### src/rtl/uart_pkg.sv
// Shared definitions for the parametrised UART transmitter:
// parity mode codes, FSM state encoding and a frame-length helper.
package uart_pkg;

   localparam int unsigned PAR_NONE = 0;
   localparam int unsigned PAR_EVEN = 1;
   localparam int unsigned PAR_ODD  = 2;

   typedef enum logic [2:0] {
      ST_IDLE,
      ST_START,
      ST_DATA,
      ST_PARITY,
      ST_STOP
   } state_t;

   // Bits on the line for one word: start + data + parity + stop.
   function automatic int unsigned frame_bits(
      input int unsigned data_bits,
      input int unsigned parity,
      input int unsigned stop_bits
   );
      return 1 + data_bits + ((parity != PAR_NONE) ? 1 : 0) + stop_bits;
   endfunction

endpackage

### src/rtl/uart_tx_fifo.sv
// Synchronous FIFO buffering words ahead of the UART serialiser.
// Ports: clk, rst_n (sync, active-low), push/din, pop/dout, full, empty.
module uart_tx_fifo #(
   parameter int unsigned WIDTH = 8,
   parameter int unsigned DEPTH = 4
) (
   input  logic             clk,
   input  logic             rst_n,
   input  logic             push,
   input  logic [WIDTH-1:0] din,
   input  logic             pop,
   output logic [WIDTH-1:0] dout,
   output logic             full,
   output logic             empty
);

   localparam int unsigned AW = $clog2(DEPTH);
   localparam logic [AW:0]   FULL_CNT = DEPTH[AW:0];
   localparam logic [AW:0]   CNT_ONE  = 1;
   localparam logic [AW-1:0] PTR_ONE  = 1;

   logic [WIDTH-1:0] mem [DEPTH];
   logic [AW-1:0]    wr_ptr;
   logic [AW-1:0]    rd_ptr;
   logic [AW:0]      count;
   logic             do_push;
   logic             do_pop;

   // A push is refused when full, even if a pop happens the same cycle.
   assign do_push = push && !full;
   assign do_pop  = pop && !empty;

   assign full  = (count == FULL_CNT);
   assign empty = (count == '0);
   assign dout  = mem[rd_ptr];

   always_ff @(posedge clk) begin
      if (!rst_n) begin
         wr_ptr <= '0;
         rd_ptr <= '0;
         count  <= '0;
      end else begin
         if (do_push) wr_ptr <= wr_ptr + PTR_ONE;
         if (do_pop)  rd_ptr <= rd_ptr + PTR_ONE;
         case ({do_push, do_pop})
            2'b10:   count <= count + CNT_ONE;
            2'b01:   count <= count - CNT_ONE;
            default: count <= count;
         endcase
      end
   end

   always_ff @(posedge clk) begin
      if (do_push) mem[wr_ptr] <= din;
   end

endmodule

### src/rtl/uart_tx_param.sv
// Parametrised UART transmitter: valid/ready input, buffered, LSB-first
// frames with start, optional parity and 1 or 2 stop bits.
// Ports: clk, rst_n (sync, active-low), tx_data/tx_valid/tx_ready
// handshake, tx_out serial line (idles high), busy.
// Build option: define UART_TX_FIFO_EN for a FIFO_DEPTH-entry FIFO;
// otherwise a single holding register buffers one word.
module uart_tx_param
   import uart_pkg::*;
#(
   parameter int unsigned CLK_DIV    = 416,
   parameter int unsigned DATA_BITS  = 8,
   parameter int unsigned PARITY     = 1,
   parameter int unsigned STOP_BITS  = 1,
   parameter int unsigned FIFO_DEPTH = 4
) (
   input  logic                 clk,
   input  logic                 rst_n,
   input  logic [DATA_BITS-1:0] tx_data,
   input  logic                 tx_valid,
   output logic                 tx_ready,
   output logic                 tx_out,
   output logic                 busy
);

   localparam int unsigned CW = $clog2(CLK_DIV);
   localparam int unsigned BW = $clog2(DATA_BITS + 1);
   localparam logic [CW-1:0] CNT_LAST = CW'(CLK_DIV - 1);
   localparam logic [CW-1:0] CNT_ONE  = 1;
   localparam logic [BW-1:0] BIT_LAST = BW'(DATA_BITS - 1);
   localparam logic [BW-1:0] BIT_ONE  = 1;

   logic                 push;
   logic                 pop;
   logic [DATA_BITS-1:0] buf_data;
   logic                 buf_full;
   logic                 buf_empty;

   assign push = tx_valid && tx_ready;

`ifdef UART_TX_FIFO_EN
   uart_tx_fifo #(
      .WIDTH (DATA_BITS),
      .DEPTH (FIFO_DEPTH)
   ) u_fifo (
      .clk   (clk),
      .rst_n (rst_n),
      .push  (push),
      .din   (tx_data),
      .pop   (pop),
      .dout  (buf_data),
      .full  (buf_full),
      .empty (buf_empty)
   );
`else
   logic [DATA_BITS-1:0] hold_q;
   logic                 hold_vld;
   logic [31:0]          unused_depth;

   assign unused_depth = FIFO_DEPTH;

   // Push only happens while empty and pop only while full,
   // so the two never coincide.
   always_ff @(posedge clk) begin
      if (!rst_n) begin
         hold_vld <= 1'b0;
      end else if (push) begin
         hold_vld <= 1'b1;
      end else if (pop) begin
         hold_vld <= 1'b0;
      end
   end

   always_ff @(posedge clk) begin
      if (push) hold_q <= tx_data;
   end

   assign buf_data  = hold_q;
   assign buf_full  = hold_vld;
   assign buf_empty = !hold_vld;
`endif

   assign tx_ready = !buf_full;

   state_t               state;
   state_t               state_nxt;
   logic [CW-1:0]        cnt;
   logic [BW-1:0]        bit_idx;
   logic                 stop_cnt;
   logic [DATA_BITS-1:0] shreg;
   logic                 par_bit;
   logic                 tick;
   logic                 last_stop;

   assign tick      = (cnt == CNT_LAST);
   assign last_stop = (STOP_BITS == 2) ? stop_cnt : 1'b1;
   assign busy      = (state != ST_IDLE) || !buf_empty;

   always_ff @(posedge clk) begin
      if (!rst_n) begin
         state <= ST_IDLE;
      end else begin
         state <= state_nxt;
      end
   end

   always_comb begin
      state_nxt = state;
      pop       = 1'b0;
      tx_out    = 1'b1;
      unique case (state)
         ST_IDLE: begin
            if (!buf_empty) begin
               pop       = 1'b1;
               state_nxt = ST_START;
            end
         end
         ST_START: begin
            tx_out = 1'b0;
            if (tick) state_nxt = ST_DATA;
         end
         ST_DATA: begin
            tx_out = shreg[0];
            if (tick && bit_idx == BIT_LAST) begin
               state_nxt = (PARITY != PAR_NONE) ? ST_PARITY : ST_STOP;
            end
         end
         ST_PARITY: begin
            tx_out = par_bit;
            if (tick) state_nxt = ST_STOP;
         end
         ST_STOP: begin
            if (tick && last_stop) begin
               if (!buf_empty) begin
                  pop       = 1'b1;
                  state_nxt = ST_START;
               end else begin
                  state_nxt = ST_IDLE;
               end
            end
         end
         default: state_nxt = ST_IDLE;
      endcase
   end

   // Every state change other than leaving IDLE lands on a bit end,
   // so clearing on tick or in IDLE restarts the timer on each load.
   always_ff @(posedge clk) begin
      if (!rst_n) begin
         cnt <= '0;
      end else if (state == ST_IDLE || tick) begin
         cnt <= '0;
      end else begin
         cnt <= cnt + CNT_ONE;
      end
   end

   always_ff @(posedge clk) begin
      if (!rst_n) begin
         shreg    <= '0;
         par_bit  <= 1'b0;
         bit_idx  <= '0;
         stop_cnt <= 1'b0;
      end else if (pop) begin
         // Parity is taken from the whole word before shifting starts.
         shreg    <= buf_data;
         par_bit  <= (PARITY == PAR_ODD) ^ (^buf_data);
         bit_idx  <= '0;
         stop_cnt <= 1'b0;
      end else if (state == ST_DATA && tick) begin
         shreg   <= shreg >> 1;
         bit_idx <= (bit_idx == BIT_LAST) ? '0 : bit_idx + BIT_ONE;
      end else if (STOP_BITS == 2 && state == ST_STOP && tick) begin
         stop_cnt <= ~stop_cnt;
      end
   end

endmodule

### config.mk
export PLATFORM = sky130hd
export DESIGN_NAME = uart_tx_param
export DESIGN_NICKNAME = d
export VERILOG_FILES = /design/src/rtl/uart_pkg.sv /design/src/rtl/uart_tx_fifo.sv /design/src/rtl/uart_tx_param.sv
export SDC_FILE = /design/constraint.sdc
export NUM_CORES = 1
export LEC_CHECK = 0
export ABC_AREA = 1
export CAP_MARGIN = 0
export CORE_ASPECT_RATIO = 0.5
export CORE_MARGIN = 2
export CORE_UTILIZATION = 55
export DETAILED_ROUTE_END_ITERATION = 8
export PLACE_DENSITY = 0.74
export SYNTH_ARGS = -nofsm -noshare
export SYNTH_HDL_FRONTEND = slang
export SYNTH_HIERARCHICAL = 1
export SYNTH_SLANG_ARGS = --single-unit
### constraint.sdc
create_clock -name clk -period 4 [get_ports clk]
set_clock_uncertainty 0.2 [all_clocks]
set_input_delay 0.4 -clock clk [delete_from_list [all_inputs] [get_ports clk]]
set_output_delay 0.4 -clock clk [all_outputs]
set_load 0.02 [all_outputs]
; ---- Yosys cells after proc, flatten, opt, wreduce, memory -nomap -nowiden
; Index checks and enable logic that the tools add are counted.
[classes]
shift = 0
add_sub_neg = 2
bitwise = 1
n_lt_le_gt_ge = 0
n_mul = 0
reduce_logical = 14
eq_ne = 11
div_mod_pow = 0
mux = 16
[ops]
columns = cell, count
row1 = $mux 8, 2
row2 = $mux 3, 5
row3 = $pmux 3 s5, 1
row4 = $ne 2x2->1 const B, 5
row5 = $add 9x1->9 const B, 1
row6 = $eq 9x9->1 const B, 1
row7 = $reduce_xor 8->1, 1
row8 = $eq 3x2->1 const B, 2
row9 = $mux 1, 5
row10 = $reduce_and 5->1, 1
row11 = $add 4x1->4 const B, 1
row12 = $eq 4x3->1 const B, 1
row13 = $mux 4, 1
row14 = $reduce_bool 2->1, 2
row15 = $reduce_or 2->1, 2
row16 = $eq 3x1->1 const B, 1
row17 = $eq 3x3->1 const B, 1
row18 = $logic_and 1x1->1, 3
row19 = $logic_not 3->1, 1
row20 = $pmux 1 s3, 1
row21 = $reduce_bool 3->1, 1
row22 = $logic_or 1x1->1, 2
row23 = $pmux 1 s2, 1
row24 = $logic_not 1->1, 1
row25 = $not 1->1, 1
[totals]
output_inout_bits = 3
ramBits = 0
rom_bits = 0
wordCells = 51
n_memories = 0
inputBits = 11
regBits = 34
latch_bits = 0

; ---- Depth between registers and ports, before layout
[logic_depth]
ltp_word = 5
depth_mapped = 9
depth_no_buf = 9

; ---- Least setup slack after synthesis
; No wires, ideal clock.
[synth_timing]
path_kind = register -> register
from = register cnt[0]
to = register shreg[0]
path_buffers = 1
required_ps = 3680
setup_slack_ps = 2368
period_less_slack_ps = 1632
setup_ps = 120
stages_incl_launch_ff = 10
arrival_ps = 1312
path_cell_list = dfxtp_1 ha_1 nand2_1 nor2_4 nand2_4 nand2_8 nand2_8 buf_8 nand3_1 a21oi_1
[synth_between]
elab_chain_cells = 4
elab_cells_between_ends = 6
cone_classes = eq/ne: 1 / mux: 3 / reduce/logical: 2
[synth_rtl]
columns = element, line
row1 = from (decl), uart_tx_param.sv:86  ; logic [CW-1:0] cnt;
row2 = from (signal assigned), uart_tx_param.sv:153  ; cnt <= cnt + CNT_ONE;
row3 = $eq 9x9->1 (*), uart_tx_param.sv:94  ; assign tick = (cnt == CNT_LAST);
row4 = $mux 1, uart_tx_param.sv:132  ; if (tick && last_stop) begin
row5 = $pmux 1 s2, uart_tx_param.sv:110  ; unique case (state)
row6 = $mux 8 / $reduce_bool 2->1 (equally long branches), -
row7 = to (signal assigned), uart_tx_param.sv:165  ; shreg <= buf_data;
row8 = to (signal assigned), uart_tx_param.sv:170  ; shreg <= shreg >> 1;
row9 = to (decl), uart_tx_param.sv:89  ; logic [DATA_BITS-1:0] shreg;
; Mark *: on every way between the ends. The rest lies on a longest branch, timed or not.
; A chain may end at the register's enable or synchronous reset.

; ---- Final worst setup path
[layout_timing]
from = register state[1]
to = output port tx_out
[layout_between]
elab_chain_cells = 2
elab_cells_between_ends = 4
cone_classes = eq/ne: 3 / mux: 1
[layout_rtl]
columns = element, line
row1 = from (decl), uart_tx_param.sv:84  ; state_t state;
row2 = from (signal assigned), uart_tx_param.sv:102  ; state <= state_nxt;
row3 = $eq 3x2->1 / $eq 3x1->1 (equally long branches), uart_tx_param.sv:110
row4 = $pmux 1 s3 (*), uart_tx_param.sv:110
row5 = to (decl), uart_tx_param.sv:21  ; output logic tx_out,
; Marks and branches as above.

==> impl_metrics.env <==
export IMPL_p_leak_nw=0.811
export IMPL_drtIter0Drc=85
export IMPL_clockPowerShare_pct=27.7
export IMPL_p_per_area_nw_per_um2=539
export IMPL_wl_mm=3.15
export IMPL_grt_pass1_vias=1253
export IMPL_synthToLayoutAreaGrowth_pct=14.1
export IMPL_p_total_mw=1.10
export IMPL_numCtsBuffers=5
export IMPL_synthesis_area_sq_um=1800
export IMPL_post_cts_buffers=0
export IMPL_coreArea_sq_um=3070
export IMPL_grt_usage_pct=18.1
export IMPL_cts_root_buf="clkbuf_8"
export IMPL_synth_cells=213
export IMPL_grt_max_degree=20
export IMPL_power_internal_mw=0.720
export IMPL_io_pins=14
export IMPL_synth_common_cells="nand2_1 (45), dfxtp_1 (26), nand3_1 (25)"
export IMPL_instances_no_fill=270
export IMPL_place_inst=262
export IMPL_drc=0
export IMPL_cts_resized=0
export IMPL_tightest_slew_ns=0.663
export IMPL_wl_met1_mm=1.62
export IMPL_hpwl_mm=2.37
export IMPL_vias=1412
export IMPL_cp_end_kind="output port"
export IMPL_slew_headroom_pct=55.6
export IMPL_row_count=14
export IMPL_ys_ff_latch=34
export IMPL_gp_congestion=0.829
export IMPL_finalNetCount=242
export IMPL_wl_met3_microns=106
export IMPL_synth_warnings=6
export IMPL_crit_type="flip-flop to output port"
export IMPL_syn_area_per_cell_sq_um=8.43
export IMPL_power_switching_mw=0.384
export IMPL_antennaDiodeCount=0
export IMPL_die_area_sq_um=3770
export IMPL_finalMaxSlewViolations=0
export IMPL_async_reset_ff_share_pct=0
export IMPL_wl_met2_mm=1.39
export IMPL_clk_pin_slew_worst_paths_ns=0.07
export IMPL_synth_edf_count=8
export IMPL_dieWidth_microns=84.8
export IMPL_ys_types=32
export IMPL_final_period_utilization_pct=62.4
export IMPL_yosysMostFrequentCell="nand2_1"
export IMPL_peakVddDrop_mv=0.359
export IMPL_status="finished, final reports clean"
export IMPL_start_kind="flip-flop"
export IMPL_pwr_share_comb_pct=32.4
export IMPL_h_tree_depth=2
export IMPL_synth_area_top_cells="dfxtp_1 (29%), edfxtp_1 (13%), nand2_1 (9.4%), nand3_1 (7.0%), a21oi_1 (5.0%)"
export IMPL_yosys_area_top_type="dfxtp_1"
export IMPL_sequentialPowerShare_pct=40.0
export IMPL_highest_layer="met4"
export IMPL_grt_pass1_wl_mm=5.22
export IMPL_cts_sinks=34
export IMPL_layout_drive_gt1_share_pct=13.9
export IMPL_via_per_inst=5.23
export IMPL_start_util_pct=58.6
export IMPL_max_freq_mhz=401
export IMPL_cts_buffer_depth=2
export IMPL_yosysTopAreaCellShare_pct=29.0
export IMPL_swShare_pct=34.8
export IMPL_arrival_ns=1.89
export IMPL_wl_per_cell_microns=11.7
export IMPL_drt_pass1_iterations=4
export IMPL_port_buffers=13
export IMPL_synthFlopType="dfxtp_1"
export IMPL_fillers=247
export IMPL_die_h_microns=44.4
export IMPL_finalHoldViolCount=0
export IMPL_period_minus_slack_ns=2.49
export IMPL_syn_nets=226
export IMPL_clk_latency_ns=0.28
export IMPL_hold_path_class="flip-flop to flip-flop"
export IMPL_globalRouteOverflowTotal=0
export IMPL_cts_tree="yes"
export IMPL_synth_seq_area_share_pct=42.4
export IMPL_worstPathMaxFanout=10
export IMPL_postCtsHoldBufs=0
export IMPL_max_cap_viol_count=0
export IMPL_antenna_left=0
export IMPL_fin_setup_tns_ns=0
export IMPL_grt_setup_unrepaired="no"
export IMPL_antenna_found_initial=0
export IMPL_worstPathRequired_ns=3.40
export IMPL_setup_viol=0
-- metrics by stage --
step / hold WS [ns] / worst slack (ns) / util, % / instance area, sq um
after floorplan: 0.218 / 2.37 / - / 1800
after global placement: 0.232 / 1.88 / 63.3 / 1940
after detailed placement: 0.237 / 1.83 / 63.3 / 1940
after CTS: 0.251 / 1.52 / 66.8 / 2050
after global routing: 0.271 / 1.40 / 66.8 / 2050
final: 0.246 / 1.51 / 66.8 / 2050
-- placed cells by master, fill, tap and decap left out, drive strengths merged --
master         netlist  final
a21oi               19     19
a31o                 1      1
bufinv               0      1
clkbuf               0      5
clkdlybuf4s50        0     13
clkinv               1      3
dfxtp               26     26
edfxtp               8      8
ha                   2      2
inv                 21     21
nand2               52     52
nand3               27     27
nand3b               1      1
nand4                7      7
nor2                24     24
nor3                 3      3
nor3b                3      3
o211ai               1      1
o21ai                1      1
xnor2                4      4
xor2                 8      8
-- path summary, 6_finish.rpt --
path                    startpoint                 endpoint  cells past startpoint  slack (ns)
max          state[1]$_SDFFE_PN0P_                   tx_out                      5        1.51
min              cnt[0]$_SDFF_PP0_        cnt[0]$_SDFF_PP0_                      1        0.25
max reg2reg      cnt[0]$_SDFF_PP0_  bit_idx[2]$_SDFFE_PP0P_                      8        2.04
min reg2reg      cnt[0]$_SDFF_PP0_        cnt[0]$_SDFF_PP0_                      1        0.25
-- layer usage --
| layer | global-route usage (%) | vias up |
|---|---|---|
| met2 | 30.2 | 14 |
| met4 | 6.67 | 0 |
| li1 | - | 736 |
| met3 | 6.16 | 7 |
| met1 | 22.5 | 655 |
| met5 | 0 | - |
-- power by group through the flow --
stage                     clock network (mW)  registers [mW]  logic (mW)
final                                  0.305           0.441       0.357
after global routing                   0.327           0.447       0.401
after CTS                              0.312           0.441       0.359
after detailed placement                   0           0.449       0.358
after global placement                     0           0.447       0.352
after floorplan                            0           0.440       0.288
-- layout make-up --
cell class                      instances  area, sq um  area share (%)
Timing Repair Buffer                   13          130            6.35
Multi-Input combinational cell        153          916            44.7
Sequential cell                        34          761            37.1
Tap cell                               40         50.0            2.44
Clock inverter                          3         40.0            1.95
Inverter                               22         82.6            4.03
Clock buffer                            5         68.8            3.36
-- sequential cells by signal, summed over array words and instances (netlist names) --
name and count:
cnt 9, buf_data 8, shreg 8, bit_idx 4, state 3, buf_full 1, par_bit 1
-- worst max-delay path, cell delays in order, from the launching register on --
cell and delay, ns:
dfxtp_1 0.42, nand2_1 0.14, nor2_4 0.27, nand2_1 0.11
nand3_1 0.08, clkdlybuf4s50_1 0.59
-- cells by family (layout without fill, tap and decap cells) --
group	after synthesis	after routing	synth area share, %
adder cells (fa/ha/maj)	2	2	1.39
XOR/XNOR	12	12	5.85
buffers and inverters	26	43	6.62
AND/OR/NAND/NOR	117	117	36.6
flip-flops	34	34	42.4
AO/OA/AOI/OAI	22	22	7.18
(Power assumes the default switching activity.)
